## src/rtl/usb_tfifo_arb_if.sv

```systemverilog
// Requester-side and TFIFO-side signal bundle of the TFIFO write-port arbiter.
// slave: the arbiter; master: the requesters, TFIFO and status observer.
interface usb_tfifo_arb_if #(
  parameter int unsigned NREQ  = 4,
  parameter int unsigned CNT_W = 10,
  parameter int unsigned ID_W  = 2
);
  logic [NREQ-1:0]   req_valid;
  logic [8*NREQ-1:0] req_data;
  logic [NREQ-1:0]   req_last;
  logic [NREQ-1:0]   req_ready;
  logic              tfifo_wr;
  logic [7:0]        tfifo_wdata;
  logic              tfifo_full;
  logic              grant_active;
  logic [ID_W-1:0]   grant_id;
  logic [CNT_W-1:0]  pkt_cnt;
  logic              pkt_done;
  logic              pkt_err;

  modport slave (
    input  req_valid, req_data, req_last, tfifo_full,
    output req_ready, tfifo_wr, tfifo_wdata,
    output grant_active, grant_id, pkt_cnt, pkt_done, pkt_err
  );

  modport master (
    output req_valid, req_data, req_last, tfifo_full,
    input  req_ready, tfifo_wr, tfifo_wdata,
    input  grant_active, grant_id, pkt_cnt, pkt_done, pkt_err
  );
endinterface

```

## src/rtl/usb_tfifo_arb.sv

```systemverilog
// Packet-level round-robin arbiter sharing the TFIFO write port among NREQ sources.
// Define USB_TFIFO_ARB_PRIO0_EN to give requester 0 fixed priority over the rest.
module usb_tfifo_arb #(
  parameter int unsigned NREQ   = 4,
  parameter int unsigned MAXPKT = 64,
  parameter int unsigned CNT_W  = 10,
  parameter int unsigned ID_W   = 2
) (
  input  logic clk_4xrate,
  input  logic rst0_async,
  input  logic flush,
  usb_tfifo_arb_if.slave bus
);

  typedef enum logic [1:0] {IDLE, XFER, DRAIN} state_t;

  state_t           state_q, state_d;
  logic             active_q, active_d;
  logic [ID_W-1:0]  grant_q, grant_d;
  logic [ID_W-1:0]  rr_q, rr_d, rr_next;
  logic [CNT_W-1:0] cnt_q, cnt_d;
  logic             done_q, done_d;
  logic             err_q, err_d;

  logic             pick_found;
  logic [ID_W-1:0]  pick_id, scan_id, scan_base;
  logic             sel_valid, sel_last;
  logic [7:0]       sel_data;
  logic             beat;
  logic [NREQ-1:0]  req_ready_c;
  logic             tfifo_wr_c;
  logic [7:0]       tfifo_wdata_c;

  // Payload of the granted requester
  always_comb begin
    sel_valid = 1'b0;
    sel_last  = 1'b0;
    sel_data  = '0;
    for (int i = 0; i < NREQ; i++) begin
      if (grant_q == ID_W'(i)) begin
        sel_valid = bus.req_valid[i];
        sel_last  = bus.req_last[i];
        sel_data  = bus.req_data[8*i +: 8];
      end
    end
  end

`ifdef USB_TFIFO_ARB_PRIO0_EN
  // Requester 0 wins outright; 1..NREQ-1 rotate, a pointer of 0 (reset/flush) acts as 1
  always_comb begin
    pick_found = 1'b0;
    pick_id    = '0;
    scan_id    = '0;
    scan_base  = (rr_q == '0) ? ID_W'(1) : rr_q;
    if (bus.req_valid[0]) begin
      pick_found = 1'b1;
    end else begin
      for (int k = 0; k < NREQ - 1; k++) begin
        scan_id = ID_W'(32'd1 + ((32'(scan_base) - 32'd1 + 32'(k)) % (NREQ - 1)));
        if (!pick_found && bus.req_valid[scan_id]) begin
          pick_found = 1'b1;
          pick_id    = scan_id;
        end
      end
    end
  end

  assign rr_next = (grant_q == ID_W'(NREQ - 1)) ? ID_W'(1) : grant_q + ID_W'(1);
`else
  // First valid requester scanning upward from rr_q, modulo NREQ
  always_comb begin
    pick_found = 1'b0;
    pick_id    = '0;
    scan_id    = '0;
    scan_base  = rr_q;
    for (int k = 0; k < NREQ; k++) begin
      scan_id = ID_W'((32'(scan_base) + 32'(k)) % NREQ);
      if (!pick_found && bus.req_valid[scan_id]) begin
        pick_found = 1'b1;
        pick_id    = scan_id;
      end
    end
  end

  assign rr_next = (grant_q == ID_W'(NREQ - 1)) ? '0 : grant_q + ID_W'(1);
`endif

  assign beat = (state_q == XFER) && active_q && sel_valid && !bus.tfifo_full && !flush;

  // Next-state, registered-field updates and the combinational datapath
  always_comb begin
    state_d       = state_q;
    active_d      = active_q;
    grant_d       = grant_q;
    rr_d          = rr_q;
    cnt_d         = cnt_q;
    done_d        = 1'b0;
    err_d         = 1'b0;
    req_ready_c   = '0;
    tfifo_wr_c    = 1'b0;
    tfifo_wdata_c = '0;

    case (state_q)
      IDLE: begin
        if (pick_found) begin
          state_d  = XFER;
          active_d = 1'b1;
          grant_d  = pick_id;
          cnt_d    = '0;
        end
      end
      XFER: begin
        if (beat) begin
          req_ready_c   = NREQ'(1) << grant_q;
          tfifo_wr_c    = 1'b1;
          tfifo_wdata_c = sel_data;
          cnt_d         = cnt_q + CNT_W'(1);
          if (sel_last) begin
            state_d  = IDLE;
            active_d = 1'b0;
            rr_d     = rr_next;
            done_d   = 1'b1;
          end else if (cnt_q == CNT_W'(MAXPKT - 1)) begin
            state_d = DRAIN;
            err_d   = 1'b1;
          end
        end
      end
      DRAIN: begin
        // Overlength tail is swallowed without touching the TFIFO
        if (sel_valid && !flush) begin
          req_ready_c = NREQ'(1) << grant_q;
          if (sel_last) begin
            state_d  = IDLE;
            active_d = 1'b0;
            rr_d     = rr_next;
          end
        end
      end
      default: state_d = IDLE;
    endcase

    if (flush) begin
      state_d  = IDLE;
      active_d = 1'b0;
      grant_d  = '0;
      rr_d     = '0;
      cnt_d    = '0;
      done_d   = 1'b0;
      err_d    = 1'b0;
    end
  end

  always_ff @(posedge clk_4xrate or negedge rst0_async) begin
    if (!rst0_async) begin
      state_q  <= IDLE;
      active_q <= 1'b0;
      grant_q  <= '0;
      rr_q     <= '0;
      cnt_q    <= '0;
      done_q   <= 1'b0;
      err_q    <= 1'b0;
    end else begin
      state_q  <= state_d;
      active_q <= active_d;
      grant_q  <= grant_d;
      rr_q     <= rr_d;
      cnt_q    <= cnt_d;
      done_q   <= done_d;
      err_q    <= err_d;
    end
  end

  assign bus.req_ready    = req_ready_c;
  assign bus.tfifo_wr     = tfifo_wr_c;
  assign bus.tfifo_wdata  = tfifo_wdata_c;
  assign bus.grant_active = active_q;
  assign bus.grant_id     = grant_q;
  assign bus.pkt_cnt      = cnt_q;
  assign bus.pkt_done     = done_q;
  assign bus.pkt_err      = err_q;

endmodule

```

## src/flat_wrapper.sv

```systemverilog
// flat-port wrapper written by rule: the top's interface ports become plain ports
module usb_tfifo_arb_flat 
#(
  parameter int unsigned NREQ   = 4,
  parameter int unsigned MAXPKT = 64,
  parameter int unsigned CNT_W  = 10,
  parameter int unsigned ID_W   = 2
)
  (clk_4xrate, rst0_async, flush, bus_req_valid, bus_req_data, bus_req_last, bus_tfifo_full, bus_req_ready, bus_tfifo_wr, bus_tfifo_wdata, bus_grant_active, bus_grant_id, bus_pkt_cnt, bus_pkt_done, bus_pkt_err);
  usb_tfifo_arb_if #(.NREQ(NREQ), .CNT_W(CNT_W), .ID_W(ID_W)) bus_i ();
  input  logic clk_4xrate;
  input  logic rst0_async;
  input  logic flush;
  input wire logic [$bits(bus_i.req_valid)-1:0] bus_req_valid;
  input wire logic [$bits(bus_i.req_data)-1:0] bus_req_data;
  input wire logic [$bits(bus_i.req_last)-1:0] bus_req_last;
  input wire logic [$bits(bus_i.tfifo_full)-1:0] bus_tfifo_full;
  output wire logic [$bits(bus_i.req_ready)-1:0] bus_req_ready;
  output wire logic [$bits(bus_i.tfifo_wr)-1:0] bus_tfifo_wr;
  output wire logic [$bits(bus_i.tfifo_wdata)-1:0] bus_tfifo_wdata;
  output wire logic [$bits(bus_i.grant_active)-1:0] bus_grant_active;
  output wire logic [$bits(bus_i.grant_id)-1:0] bus_grant_id;
  output wire logic [$bits(bus_i.pkt_cnt)-1:0] bus_pkt_cnt;
  output wire logic [$bits(bus_i.pkt_done)-1:0] bus_pkt_done;
  output wire logic [$bits(bus_i.pkt_err)-1:0] bus_pkt_err;
  assign bus_i.req_valid = bus_req_valid;
  assign bus_i.req_data = bus_req_data;
  assign bus_i.req_last = bus_req_last;
  assign bus_i.tfifo_full = bus_tfifo_full;
  assign bus_req_ready = bus_i.req_ready;
  assign bus_tfifo_wr = bus_i.tfifo_wr;
  assign bus_tfifo_wdata = bus_i.tfifo_wdata;
  assign bus_grant_active = bus_i.grant_active;
  assign bus_grant_id = bus_i.grant_id;
  assign bus_pkt_cnt = bus_i.pkt_cnt;
  assign bus_pkt_done = bus_i.pkt_done;
  assign bus_pkt_err = bus_i.pkt_err;
  usb_tfifo_arb #(.NREQ(NREQ), .MAXPKT(MAXPKT), .CNT_W(CNT_W), .ID_W(ID_W)) u_core (.clk_4xrate(clk_4xrate), .rst0_async(rst0_async), .flush(flush), .bus(bus_i));
endmodule
```

## config.mk

```make
export PLATFORM = sky130hd
export DESIGN_NAME = usb_tfifo_arb_flat
export DESIGN_NICKNAME = d
export VERILOG_FILES = /design/src/rtl/usb_tfifo_arb_if.sv /design/src/rtl/usb_tfifo_arb.sv /design/src/flat_wrapper.sv
export SDC_FILE = /design/constraint.sdc
export NUM_CORES = 1
export LEC_CHECK = 0
export CORE_MARGIN = 5
export CORE_UTILIZATION = 55
export DETAILED_ROUTE_END_ITERATION = 7
export DONT_BUFFER_PORTS = 1
export HOLD_SLACK_MARGIN = 0.02
export PLACE_DENSITY = 0.68
export SLEW_MARGIN = 20
export SYNTH_ARGS = -nofsm -noshare
export SYNTH_HDL_FRONTEND = slang
export SYNTH_SLANG_ARGS = --single-unit
```

## constraint.sdc

```tcl
create_clock -name clk_4xrate -period 2.4 [get_ports clk_4xrate]
set_input_delay 0.48 -clock clk_4xrate [delete_from_list [all_inputs] [get_ports clk_4xrate]]
set_output_delay 0.48 -clock clk_4xrate [all_outputs]
set_load 0.01 [all_outputs]
```

# Yosys cells after proc, flatten, opt, wreduce, memory -nomap -nowiden
# Index checks and enable logic that the tools add are counted.
[classes] mux=71 order_cmp=4 eq_ne=11 reduce_logical=25 n_addsub=5 shift=1
[ops] cell="8-bit two-way mux" n=6
[ops] cell="2-bit two-way mux" n=19
[ops] cell="1-bit two-way mux" n=32
[ops] cell="10-bit two-way mux" n=3
[ops] cell="10-bit case mux with 2 select lines" n=1
[ops] cell="2-bit by 3-bit less-than comparator with 1-bit output, second input constant" n=4
[ops] cell="3-bit by 2-bit inequality test with 1-bit output, second input constant" n=4
[ops] cell="10-bit by 1-bit adder with 10-bit output, second input constant" n=1
[ops] cell="10-bit by 6-bit equality test with 1-bit output, second input constant" n=1
[ops] cell="1-bit binary-select mux with 2-bit select" n=4
[ops] cell="1-bit logical AND" n=8
[ops] cell="4-bit two-way mux" n=2
[ops] cell="4-bit case mux with 2 select lines" n=1
[ops] cell="2-bit equality test, second input constant" n=3
[ops] cell="2-bit case mux with 3 select lines" n=1
[ops] cell="3-bit AND reduction" n=2
[ops] cell="3-bit nonzero test" n=2
[ops] cell="1-bit logical NOT" n=5
[ops] cell="5-bit AND reduction" n=1
[ops] cell="2-bit by 1-bit adder with 2-bit output, second input constant" n=2
[ops] cell="2-bit adder, second input constant" n=2
[ops] cell="2-bit by 1-bit equality test with 1-bit output, second input constant" n=2
[ops] cell="2-bit logical NOT" n=2
[ops] cell="4-bit by 3-bit inequality test with 1-bit output, second input constant" n=1
[ops] cell="7 further kinds" n=8
[totals] out_inout_bits=28 inputBits=44 regBits=19 elab_cells=124

# Logic depth before layout (Yosys ltp)
# Gate-level depths: netlist (run 1).
[logic_depth] depth_word=15 depth_mapped=9 depth_no_buf=8

# Worst setup path before layout (run 1)
# No wires, ideal clock.
[synth_path] path_type="reg-to-output" start="register u_core.grant_q[0], in the netlist u_core.bus.grant_id[0]" end="output port bus_tfifo_wdata[0]" required_time_ps=1920 path_stages_with_launch=9 slack_ps=-40 arrival_time_ps=1960 path_buffers=2 cell_sequence="dfrtp_1 > inv_1 > ha_1 > clkbuf_1 > a211oi_1 > o21ai_2 > nand3_1 > clkbuf_1 > nor2_1"
[synth_between] elab_chain_cells=10 word_cells_on_any_way=17 cone_classes="eq/ne: 3; mux: 10; reduce/logical: 4"
[synth_lines] element="start: declaration" line="usb_tfifo_arb.sv:19" rtl="logic [ID_W-1:0] grant_q, grant_d;"
[synth_lines] element="start signal: assignment" line="usb_tfifo_arb.sv:166" rtl="grant_q <= grant_d;"
[synth_lines] element="2-bit logical NOT" line="usb_tfifo_arb.sv:40" rtl="if (grant_q == ID_W'(i)) begin"
[synth_lines] element="1-bit two-way mux (4 in a row)" line="usb_tfifo_arb.sv:40"
[synth_lines] element="1-bit logical AND (3 in a row)" line="usb_tfifo_arb.sv:88" rtl="assign beat = (state_q == XFER) && active_q && sel_valid && !bus.tfifo_full && !flush;"
[synth_lines] element="8-bit two-way mux (*)" line="usb_tfifo_arb.sv:113" rtl="if (beat) begin"
[synth_lines] element="8-bit two-way mux (*)" line="usb_tfifo_arb.sv:103" rtl="case (state_q)"
[synth_lines] element="end: declaration" line="flat_wrapper.sv:20" rtl="output wire logic [$bits(bus_i.tfifo_wdata)-1:0] bus_tfifo_wdata;"
# Every way passes the cells marked *; elsewhere a longest branch is shown, timed or not.

# Final worst setup path (run 1)
[layout_path] start="register u_core.grant_q[1], in the netlist u_core.bus.grant_id[1]" end="output port bus_tfifo_wdata[3]"
# Same word-level chain as after synthesis.

==> impl_results.rst, run 1 <==
.. list-table::
   :header-rows: 1

   * - Metric
     - Value
   * - Routed wire per std cell
     - around 19 µm
   * - Area growth from synthesis to layout
     - 23.2%
   * - Final Non-Filler Cells
     - around 250
   * - Maximum number of pins on one net before global-route repair
     - 20
   * - Number of cells on the worst reg-to-reg path
     - 8
   * - Worst setup slack after placement
     - roughly 50 ps
   * - Worst hold path endpoint
     - u_core.bus.grant_id[1]
   * - Synthesized netlist cell count
     - slightly above 200
   * - Worst vdd ir
     - between 0.0004 and 0.0005 V
   * - Die span in x
     - around 64 µm
   * - Number of enable-type register cells in the synthesized netlist
     - 0
   * - Clock edge transition at the registers on the reported setup and hold paths
     - roughly 100 ps
   * - Synth Net Count
     - around 260
   * - Yosys Warn Count
     - 0
   * - Pwr dens
     - slightly below 600 nW/µm²
   * - Transition time of the tightest slew-check pin
     - between 800 and 900 ps
   * - Fraction of layout cells with a size suffix above 1
     - 0.238
   * - Data arrival time of the worst path
     - between 1500 and 2000 ps
   * - Share of synthesized flip-flops with an asynchronous set or reset
     - 1.00
   * - Crit end category
     - output pin
   * - Final ANT Viol Nets
     - 0
   * - Synthesis-stage register bit count
     - 19
   * - Metal3 WL
     - ~480 µm
   * - Leading post-synthesis cells by cell area
     - sky130_fd_sc_hd__dfrtp_1, sky130_fd_sc_hd__ha_1, sky130_fd_sc_hd__a21oi_1
   * - Max Buffers Root-to-Sink
     - 2
   * - Start point of the worst min-delay path
     - flush
   * - Area post-placement
     - roughly 1800 µm²
   * - Number of placed I/O pins
     - 72
   * - Initial antenna violation count
     - 0
   * - Global route overflow
     - 0
   * - Die extent in y
     - 64.1 µm
   * - Worst-skew pair later-pin latency
     - about 300 ps
   * - Clock buffers created by TritonCTS
     - 3
   * - Final hold violation count
     - 0
   * - Met2 routed WL
     - 2.46 mm
   * - Min-Delay Path Depth
     - 1
   * - Number of H-tree branching levels
     - 1
   * - Hold_ws
     - between 200 and 250 ps
   * - Mean instance size in the synthesized netlist
     - 7.93 µm²
   * - Uppermost routed layer
     - met4
   * - Clk sinks
     - 19
   * - Starting utilization of the core area
     - 0.579
   * - Final routed wirelength across all metal layers
     - between 4 and 5 mm
   * - RSZ-0062 raised after global routing
     - true
   * - Number of different library cells in the post-synthesis netlist
     - a little over 40
   * - M1 wire length
     - roughly 1.8 mm
   * - Final critical path time including I/O delays and setup
     - around 2400 ps
   * - Part of the cycle the worst path needs
     - 0.991
   * - First-pass GRT wire length
     - around 7.6 mm
   * - Highest fanout seen on the critical path
     - 9
   * - Number of global-route vias before repair
     - between 1500 and 2000
   * - Count of maximum capacitance violations
     - 0
   * - CTS tree
     - done
   * - Final slew viol count
     - 0
   * - Category of the most critical setup path
     - register to output pin
   * - CTS Root Buffer Type
     - sky130_fd_sc_hd__clkbuf_4
   * - Predominant post-synthesis flop cell
     - sky130_fd_sc_hd__dfrtp_1
   * - Static power due to leakage
     - about 0.00081 µW
   * - Endpoint of the most critical register-to-register path
     - u_core.state_q[0]
   * - Util after Layout
     - 0.713
   * - Register-to-register setup slack
     - about 60 ps
   * - Vias per Instance
     - 6.61
   * - Outcome
     - complete, no violations
   * - Number of cells after detailed placement
     - 244
   * - Finish-stage setup viols
     - 0
   * - First drt pass iteration count
     - 5
   * - Total global-route track usage
     - 0.226
   * - Antenna diode instance count
     - 0
   * - Path type of the worst min-delay path
     - input port to register
   * - Worst R2R Start
     - u_core.bus.grant_id[0]
   * - Remaining design rule violation count
     - 0
   * - Req. time, crit path
     - approximately 1900 ps
   * - Number of vias in the routed layout
     - 1680
   * - Max-Slew Margin vs Limit
     - 0.421
   * - Number of standard-cell rows in the floorplan
     - 19
   * - Synth Cell Area
     - 1610 µm²
   * - Post-route design area
     - approximately 2000 µm²
   * - Final-layout fill cell count
     - 233
   * - PnR worst setup slack
     - between 20 and 25 ps
   * - Commonest cells in the synthesized netlist
     - sky130_fd_sc_hd__a21oi_1, sky130_fd_sc_hd__nor2_1, sky130_fd_sc_hd__dfrtp_1, sky130_fd_sc_hd__nor2b_1, sky130_fd_sc_hd__nand2_1
   * - Count of buffers inserted at the top-level ports
     - 0
   * - Number of violations reported at the end of detailed-routing iteration 0
     - roughly 110
   * - Total half-perimeter wirelength after legalization and detailed placement
     - around 3.7 mm
   * - Die Outline Area
     - just over 4000 µm²
   * - Sequential area share after synthesis
     - 0.295
   * - Top-area cell type share of the netlist area
     - 0.295
   * - Most frequent cell after synthesis
     - sky130_fd_sc_hd__a21oi_1
   * - Core ar.
     - about 2800 µm²
   * - Library cell occupying the most area in the post-synthesis netlist
     - sky130_fd_sc_hd__dfrtp_1
   * - Final worst clock skew
     - 8.08 ps
   * - Final nets
     - 277
   * - Routability-driven placement congestion ratio
     - ~0.85
   * - Category of the worst setup path launch point
     - register
   * - Max Freq
     - around 0.42 GHz
## registers in the layout, summed over array words and instances (netlist names)
name / count
u_core.bus.pkt_cnt: 10
u_core.bus.grant_active: 1
u_core.rr_q: 2
u_core.bus.grant_id: 2
u_core.bus.pkt_err: 1
u_core.bus.pkt_done: 1
u_core.state_q: 2
## metrics by stage
| step | TNS, ps | power [µW] |
|---|---|---|
| final | 0 | 1150 |
| after floorplan | 0 | 732 |
| after detailed placement | 0 | 859 |
| after CTS | 0 | 1070 |
| after global routing | -1050 | 1240 |
| after global placement | 0 | 838 |
## worst max-delay path, cell delays in order (launching register included)
cell	delay, ps
sky130_fd_sc_hd__dfrtp_2	470
sky130_fd_sc_hd__inv_4	70
sky130_fd_sc_hd__ha_4	190
sky130_fd_sc_hd__buf_6	150
sky130_fd_sc_hd__a221oi_1	300
sky130_fd_sc_hd__nor3_1	100
sky130_fd_sc_hd__a21oi_1	120
sky130_fd_sc_hd__nor2_1	50
sky130_fd_sc_hd__buf_4	140
## cells in the final DEF, fill, tap and decap left out, drive strengths merged, types with 2 or more instances in the layout
master	Yosys	final
nor2b	14	14
inv	11	11
nor3	11	11
a221oi	9	9
a31oi	3	3
or3	4	4
nand2	12	12
buf	3	24
xor2	3	3
nand3	5	5
mux2i	2	2
nor2	21	21
a21oi	22	22
nor4	2	2
o21ai	9	9
and2	8	8
a211oi	4	4
dfrtp	19	19
nand4	6	6
nand2b	6	6
ha	9	9
clkbuf	6	3
o41ai	2	2
## area by class of cell
| cell class | count | area, µm² | area share |
|---|---|---|---|
| Clock buffer | 3 | 22.5 | 0.0113 |
| Clock inverter | 1 | 5.00 | 0.00252 |
| Inverter | 11 | 46.3 | 0.0233 |
| Multi-Input combinational cell | 164 | 1180 | 0.597 |
| Sequential cell | 19 | 478 | 0.241 |
| Tap cell | 31 | 38.8 | 0.0195 |
| Timing Repair Buffer | 25 | 209 | 0.105 |
## report_power, final
group          switching (µW)  internal (µW)  leakage, µW
clock network            99.5           62.1    0.0000177
logic                     330            266     0.000539
registers                43.0            348     0.000258
## routing by layer
layer,vias to the layer above,GRT usage
met2,95,0.397
met4,0,0.0967
li1,783,-
met5,-,0
met3,16,0.0543
met1,786,0.258
## kinds of logic after synthesis
| group | Yosys count | synth area share |
|---|---|---|
| flip-flops | 19 | 0.295 |
| AND/OR/NAND/NOR | 94 | 0.307 |
| buffers and inverters | 20 | 0.0482 |
| adder cells (fa/ha/maj) | 9 | 0.0699 |
| multiplexers | 2 | 0.0124 |
| XOR/XNOR | 3 | 0.0163 |
| AO/OA/AOI/OAI | 56 | 0.251 |
## worst max path at each step
| stage | start | end | slack (ps) |
|---|---|---|---|
| after global routing | u_core.bus.grant_id[1] | bus_tfifo_wdata[3] | -200 |
| after floorplan | u_core.bus.grant_id[0] | bus_tfifo_wdata[0] | 1 |
| final | u_core.bus.grant_id[1] | bus_tfifo_wdata[3] | 20 |
| after detailed placement | u_core.bus.grant_id[0] | u_core.state_q[0] | 50 |
| after CTS | u_core.bus.grant_id[1] | bus_tfifo_wdata[3] | 9 |
| after global placement | u_core.bus.grant_id[1] | u_core.state_q[0] | 210 |
## timing repair
| action | in CTS | in global routing |
|---|---|---|
| hold endpoints to repair | 19 | 0 |
| pin swaps | 0 | 6 |
| gates cloned | 0 | 0 |
| endpoints found under the setup margin | 12 | 12 |
| setup buffers | 1 | 4 |
| gates resized for setup | 17 | 18 |
| hold buffers | 1 | 0 |
Power figures use the tool's default switching activity.
==> run 2, diff against run 1 <==
--- a/config.mk
+++ b/config.mk
@@ -7,9 +7,9 @@
 export LEC_CHECK = 0
 export CORE_MARGIN = 5
-export CORE_UTILIZATION = 55
+export CORE_UTILIZATION = 63
 export DETAILED_ROUTE_END_ITERATION = 7
 export DONT_BUFFER_PORTS = 1
 export HOLD_SLACK_MARGIN = 0.02
-export PLACE_DENSITY = 0.68
+export PLACE_DENSITY = 0.77
 export SLEW_MARGIN = 20
 export SYNTH_ARGS = -nofsm -noshare
==> constraint.sdc (replaced) <==
create_clock -name clk_4xrate -period 2.4 [get_ports clk_4xrate]
set_input_delay 0.36 -clock clk_4xrate [delete_from_list [all_inputs] [get_ports clk_4xrate]]
set_output_delay 0.36 -clock clk_4xrate [all_outputs]
set_load 0.01 [all_outputs]
==> run 2 against run 1 <==
Net effect: first-iteration DRC count grew 70%; hold slack lost 130 ps; cell area shrank 0.95%; clock power grew 3%; total power shrank 2.3%; non-clock buffer count shrank 1; cell count shrank 0.79%; setup slack lost 3.0 ps; critical path depth shrank 1; wire length shrank 3.0%; largest cell class unchanged; highest routed layer unchanged.
==> impl_results.rst, run 2 (same netlist as run 1, synthesis figures left out) <==
.. list-table::
   :header-rows: 1

   * - Metric
     - Value
   * - Crit-path slowest cell
     - sky130_fd_sc_hd__dfrtp_2
   * - Gr busiest metal
     - met2
   * - Die Outline Area
     - ~3700 µm²
   * - Number of buffer and inverter instances along the worst setup path
     - 2
   * - Final slew viol count
     - 0
   * - Category of the most critical setup path
     - register to output pin
   * - Count of buffers inserted at the top-level ports
     - 0
   * - Area post-placement
     - about 1800 µm²
   * - CTS Root Buffer Type
     - sky130_fd_sc_hd__clkbuf_4
   * - Final ANT Viol Nets
     - 0
   * - Pwr dens
     - around 570 nW/µm²
   * - Total global-route track usage
     - 0.256
   * - Top library cells by usage in the layout, fill and taps aside
     - sky130_fd_sc_hd__a21oi_1, sky130_fd_sc_hd__buf_4, sky130_fd_sc_hd__nor2_1, sky130_fd_sc_hd__dfrtp_1, sky130_fd_sc_hd__nor2b_1
   * - RSZ-0062 raised after global routing
     - true
   * - Worst setup slack after placement
     - approximately 39 ps
   * - Final nets
     - around 280
   * - Number of standard-cell rows in the floorplan
     - 18
   * - Die extent in y
     - between 60 and 70 µm
   * - Core ar.
     - roughly 2500 µm²
   * - Kind of cell with the highest combined delay on the critical path
     - flip-flops
   * - First drt pass iteration count
     - 4
   * - Number of placed I/O pins
     - between 70 and 80
   * - PnR worst setup slack
     - 18.2 ps
   * - First-pass GRT wire length
     - roughly 7.3 mm
   * - Ordered list of cells on the worst path
     - ha_4, nor2_2, a221oi_4, nand3_2, buf_6, nor2_1, buf_4
   * - Max Freq
     - 0.420 GHz
   * - Clk sinks
     - 19
   * - Initial antenna violation count
     - 0
   * - Final routed wirelength across all metal layers
     - 4.73 mm
   * - Largest stage delay on the critical path
     - ~520 ps
   * - Post-route design area
     - just under 2000 µm²
   * - CTS tree
     - done
   * - Crit end category
     - output pin
   * - Final critical path time including I/O delays and setup
     - 2380 ps
   * - Min-Delay Path Depth
     - 1
   * - Category of the worst setup path launch point
     - register
   * - Max Buffers Root-to-Sink
     - 2
   * - Vias per Instance
     - between 6 and 7
   * - Worst hold path endpoint
     - u_core.bus.grant_id[1]
   * - Total half-perimeter wirelength after legalization and detailed placement
     - roughly 3.5 mm
   * - Highest fanout seen on the critical path
     - 13
   * - Met3 layer usage reported by global route
     - 0.0426
   * - Worst vdd ir
     - approximately 0.00054 V
   * - Number of cells on the worst reg-to-reg path
     - 8
   * - Data arrival time of the worst path
     - 2020 ps
   * - Remaining design rule violation count
     - 0
   * - Static power due to leakage
     - approximately 0.0008 µW
   * - Routability-driven placement congestion ratio
     - 0.880
   * - Final worst clock skew
     - a little over 3 ps
   * - Worst R2R Start
     - u_core.bus.grant_id[0]
   * - Clock edge transition at the registers on the reported setup and hold paths
     - between 100 and 150 ps
   * - Die span in x
     - just over 60 µm
   * - Fraction of layout cells with a size suffix above 1
     - 0.252
   * - Final-layout setup total negative slack
     - 0 ps
   * - Endpoint of the most critical register-to-register path
     - u_core.state_q[0]
   * - Outcome
     - complete, no violations
   * - Start point of the worst min-delay path
     - flush
   * - Maximum number of pins on one net before global-route repair
     - 20
   * - Count of maximum capacitance violations
     - 0
   * - Most frequent standard cell in the layout excluding fill and tap cells
     - sky130_fd_sc_hd__a21oi_1
   * - Fraction of met1 tracks used by global routing
     - 0.327
   * - Number of H-tree branching levels
     - 1
   * - Clock buffers created by TritonCTS
     - 3
   * - Global route overflow
     - 0
   * - Max-Slew Margin vs Limit
     - 0.423
   * - Starting utilization of the core area
     - 0.656
   * - Path type of the worst min-delay path
     - input port to register
   * - Number of violations reported at the end of detailed-routing iteration 0
     - 182
   * - Transition time of the tightest slew-check pin
     - about 860 ps
   * - Number of vias in the routed layout
     - about 1700
   * - Final-layout fill cell count
     - roughly 160
   * - Number of global-route vias before repair
     - 1600
   * - Overall power consumption
     - approximately 1100 µW
   * - Req. time, crit path
     - 2040 ps
   * - Flip-flop count of the largest register, all copies and words added
     - 10
   * - Met2 demand-to-capacity share in global routing
     - 0.451
   * - Finish-stage setup viols
     - 0
   * - Area growth from synthesis to layout
     - 22.1%
   * - Worst-skew pair later-pin latency
     - just over 300 ps
   * - Final hold violation count
     - 0
   * - Antenna diode instance count
     - 0
   * - Register-to-register setup slack
     - approximately 50 ps
   * - Routed wire per std cell
     - 18.8 µm
   * - Part of the cycle the worst path needs
     - 0.992
run 2: repair_timing:
item,CTS,global route
setup endpoints to repair,14,15
pin swaps,2,5
gates resized for setup,10,26
setup buffers,1,3
endpoints found under the hold margin,19,0
hold buffers,1,0
run 2: per-layer routing:
metal | vias up | share of wire
met5 | - | 0
met4 | 0 | 0.012
met3 | 9 | 0.10
met2 | 91 | 0.50
met1 | 777 | 0.39
li1 | 780 | -
run 2: worst max path at each step:
stage,end,from,cells after the start,slack (ps)
floorplan,bus_tfifo_wdata[0],u_core.bus.grant_id[0],8,80
global placement,u_core.state_q[0],u_core.bus.grant_id[0],6,130
detailed placement,u_core.state_q[0],u_core.bus.grant_id[0],6,40
CTS,bus_req_ready[0],u_core.bus.grant_id[0],8,5
global route,bus_tfifo_wdata[0],u_core.bus.grant_id[0],7,-100
finish,bus_tfifo_wdata[2],u_core.bus.grant_id[0],7,20
run 2: cell type report:
type	count	area [µm²]	share of cell area
sequential	19	478	0.243
tap	30	37.5	0.0191
clock buffer	3	22.5	0.0115
multi-input combinational	164	1180	0.602
clock inverter	1	5.00	0.00255
timing repair buffer	24	194	0.0987
inverter	11	46.3	0.0236
run 2: metrics by stage:
step / hold WS [ps] / instances / utilization
3_3_place_gp: 64.8 / 243 / 0.715
4_1_cts: 96.2 / 249 / 0.747
6_report: 97.1 / 252 / 0.801
3_5_place_dp: 64.8 / 243 / 0.715
2_1_floorplan: 64.4 / 203 / -
5_1_grt: 85.6 / 252 / 0.801
run 2: worst register-to-register path: stages, from the launching register on:
cell and delay, ps:
sky130_fd_sc_hd__dfrtp_2 520, sky130_fd_sc_hd__ha_4 230, sky130_fd_sc_hd__nor2_2 70, sky130_fd_sc_hd__a221oi_4 310, sky130_fd_sc_hd__buf_4 160, sky130_fd_sc_hd__buf_4 130, sky130_fd_sc_hd__a31oi_4 130, sky130_fd_sc_hd__or3_1 410
sky130_fd_sc_hd__o41ai_2 280
run 2: where the power goes:
group          switching [µW]  internal, µW
sequential               50.1           348
combinational             318           239
clock                     105          62.3
total                     473           649
==> run 3, diff against run 2 <==
==> constraint.sdc (replaced) <==
create_clock -name clk_4xrate -period 2.4 [get_ports clk_4xrate]
set_input_delay 0.48 -clock clk_4xrate [delete_from_list [all_inputs] [get_ports clk_4xrate]]
set_output_delay 0.48 -clock clk_4xrate [all_outputs]
set_load 0.01 [all_outputs]
==> run 3 against run 2 <==
Net effect: the flow now finishes with violations (negative setup slack); die area unchanged; register-to-register slack worse by 20 ps; via count rose by 0.97%; combinational power rose by 7.7%; largest cell class unchanged; highest routed layer unchanged.
==> impl_results.rst, run 3 (same netlist as run 1, synthesis figures left out) <==
.. list-table::
   :header-rows: 1

   * - Metric
     - Value
   * - Outcome
     - finished, violations left
   * - Failing checks
     - negative setup slack
   * - CTS tree
     - done
   * - Category of the most critical setup path
     - register to output pin
   * - First-pass GRT wire length
     - 6.71 mm
   * - Count of buffers inserted at the top-level ports
     - 0
   * - Die span in x
     - ~60 µm
   * - Initial antenna violation count
     - 0
   * - Part of the cycle the worst path needs
     - 1.03
   * - Finish-stage setup viols
     - 12
   * - Data arrival time of the worst path
     - approximately 2000 ps
   * - First drt pass iteration count
     - 4
   * - Total global-route track usage
     - 0.243
   * - Max-Slew Margin vs Limit
     - 0.421
   * - Area occupied by registers
     - 477 µm²
   * - Start point of the worst min-delay path
     - flush
   * - Final slew viol count
     - 0
   * - Ordered list of cells on the worst path
     - buf_4, ha_4, a211oi_2, o21ai_2, buf_4, nand3_2, buf_6, nor2_1, buf_4
   * - Worst setup slack after placement
     - 69.6 ps
   * - Path type of the worst min-delay path
     - input port to register
   * - Pwr dens
     - about 570 nW/µm²
   * - Final critical path time including I/O delays and setup
     - 2460 ps
   * - Final ANT Viol Nets
     - 0
   * - Number of global-route vias before repair
     - between 1000 and 1500
   * - Crit end category
     - output pin
   * - Worst-skew pair later-pin latency
     - roughly 300 ps
   * - Antenna diode instance count
     - 0
   * - Clock buffers created by TritonCTS
     - 3
   * - Category of the worst setup path launch point
     - register
   * - Crit-path slowest cell
     - sky130_fd_sc_hd__dfrtp_2
   * - Area post-placement
     - roughly 1800 µm²
   * - Multi-input gate area in the final layout
     - approximately 1200 µm²
   * - Worst setup path startpoint
     - u_core.bus.grant_id[0]
   * - Largest stage delay on the critical path
     - between 400 and 500 ps
   * - Highest fanout seen on the critical path
     - 8
   * - Max Freq
     - about 0.4 GHz
   * - Remaining design rule violation count
     - 0
   * - Final-layout fill cell count
     - roughly 170
   * - Final routed wirelength across all metal layers
     - 4.68 mm
   * - Number of vias in the routed layout
     - approximately 1700
   * - CTS Root Buffer Type
     - sky130_fd_sc_hd__clkbuf_4
   * - Worst vdd ir
     - roughly 0.00054 V
   * - Worst R2R Start
     - u_core.bus.grant_id[0]
   * - Final nets
     - 280
   * - Util after Layout
     - 0.812
   * - Count of maximum capacitance violations
     - 0
   * - Number of cells after detailed placement
     - approximately 240
   * - Core ar.
     - 2450 µm²
   * - RSZ-0062 raised after global routing
     - true
   * - Die extent in y
     - just over 60 µm
   * - Clock edge transition at the registers on the reported setup and hold paths
     - 100 ps
   * - Maximum number of pins on one net before global-route repair
     - 20
   * - PnR worst setup slack
     - -60.3 ps
   * - Number of standard-cell rows in the floorplan
     - 18
   * - Global route overflow
     - 0
   * - Die Outline Area
     - between 3000 and 4000 µm²
   * - Total half-perimeter wirelength after legalization and detailed placement
     - between 3 and 4 mm
   * - Flip-flop count of the largest register, all copies and words added
     - 10
   * - Static power due to leakage
     - approximately 0.00082 µW
   * - Final-layout setup total negative slack
     - -546 ps
   * - Max Buffers Root-to-Sink
     - 2
   * - Transition time of the tightest slew-check pin
     - approximately 870 ps
   * - Final worst clock skew
     - around 2.3 ps
   * - Area growth from synthesis to layout
     - 23.9%
   * - Top library cells by usage in the layout, fill and taps aside
     - sky130_fd_sc_hd__buf_4, sky130_fd_sc_hd__a21oi_1, sky130_fd_sc_hd__dfrtp_1, sky130_fd_sc_hd__nor2_1, sky130_fd_sc_hd__nor2b_1
   * - Routed wire per std cell
     - between 15 and 20 µm
   * - Final Non-Filler Cells
     - between 200 and 300
   * - Final hold violation count
     - 0
   * - Number of violations reported at the end of detailed-routing iteration 0
     - between 150 and 200
   * - Req. time, crit path
     - about 1900 ps
   * - Post-route design area
     - approximately 2000 µm²
   * - Number of H-tree branching levels
     - 1
   * - Most frequent standard cell in the layout excluding fill and tap cells
     - sky130_fd_sc_hd__buf_4
   * - Vias per Instance
     - between 6 and 7
   * - Number of placed I/O pins
     - between 70 and 80
   * - Fraction of layout cells with a size suffix above 1
     - 0.252
   * - Routability-driven placement congestion ratio
     - 0.884
   * - Starting utilization of the core area
     - 0.656
   * - Most prevalent standard cell on the critical path
     - sky130_fd_sc_hd__buf_4
   * - Clk sinks
     - 19
==> run 3: cell count changes in the layout (fill, tap and decap cells not counted), sizes merged <==
cell,before,now
clkbuf,3,4
clkinv,1,0
buf,23,27
==> run 3: path summary, 6_finish.rpt <==
path	to	slack [ps]	cells past startpoint
hold / removal	u_core.bus.grant_id[0]	220	1
setup / recovery	bus_tfifo_wdata[5]	-60	9
max in group asynchronous	u_core.bus.grant_id[0]	1090	1
min in group asynchronous	u_core.rr_q[0]	730	1
hold reg to reg	u_core.state_q[1]	540	1
setup reg to reg	u_core.state_q[0]	30	8
==> run 3: through the flow <==
| step | power [µW] | hold WS [ps] |
|---|---|---|
| global placement | 839 | 185 |
| floorplan | 732 | 184 |
| finish | 1150 | 222 |
| CTS | 1070 | 221 |
| global route | 1230 | 196 |
| detailed placement | 862 | 185 |
==> run 3: worst max-delay path: cells and delay by family, from the launching register on <==
| kind | cells | cell delay (ps) |
|---|---|---|
| buf+inv | 4 | 590 |
| compound gates | 2 | 350 |
| flops | 1 | 440 |
| fa+ha+maj | 1 | 190 |
| simple gates | 2 | 130 |
==> run 3: cell type report <==
class	instances	area share
multi-input cells	164	0.594
flip-flops and latches	19	0.239
repair buffers	28	0.114
inverters	11	0.0207
well taps	30	0.0188
clock buffers	4	0.0132
==> run 3: repair_timing <==
| item | CTS | global route |
|---|---|---|
| endpoints found under the setup margin | 13 | 13 |
| pin swaps | 1 | 6 |
| resized for setup | 14 | 19 |
| endpoints found under the hold margin | 19 | 0 |
| hold buffers | 1 | 0 |
| buffers inserted | 5 | 3 |
==> run 3: where the power goes <==
group | internal, µW | switching (µW) | total [µW]
Combinational | 257 | 343 | 600
Sequential | 348 | 35.8 | 383
Clock | 64.9 | 98.3 | 163
==> run 3: layer usage <==
layer  GRT usage  up-vias  wire length (µm)
met4      0.0836        0               114
met5           0        -                 0
met1       0.309      790              1870
met2       0.417       78              2250
li1            -      792                 -
met3      0.0447       13               439
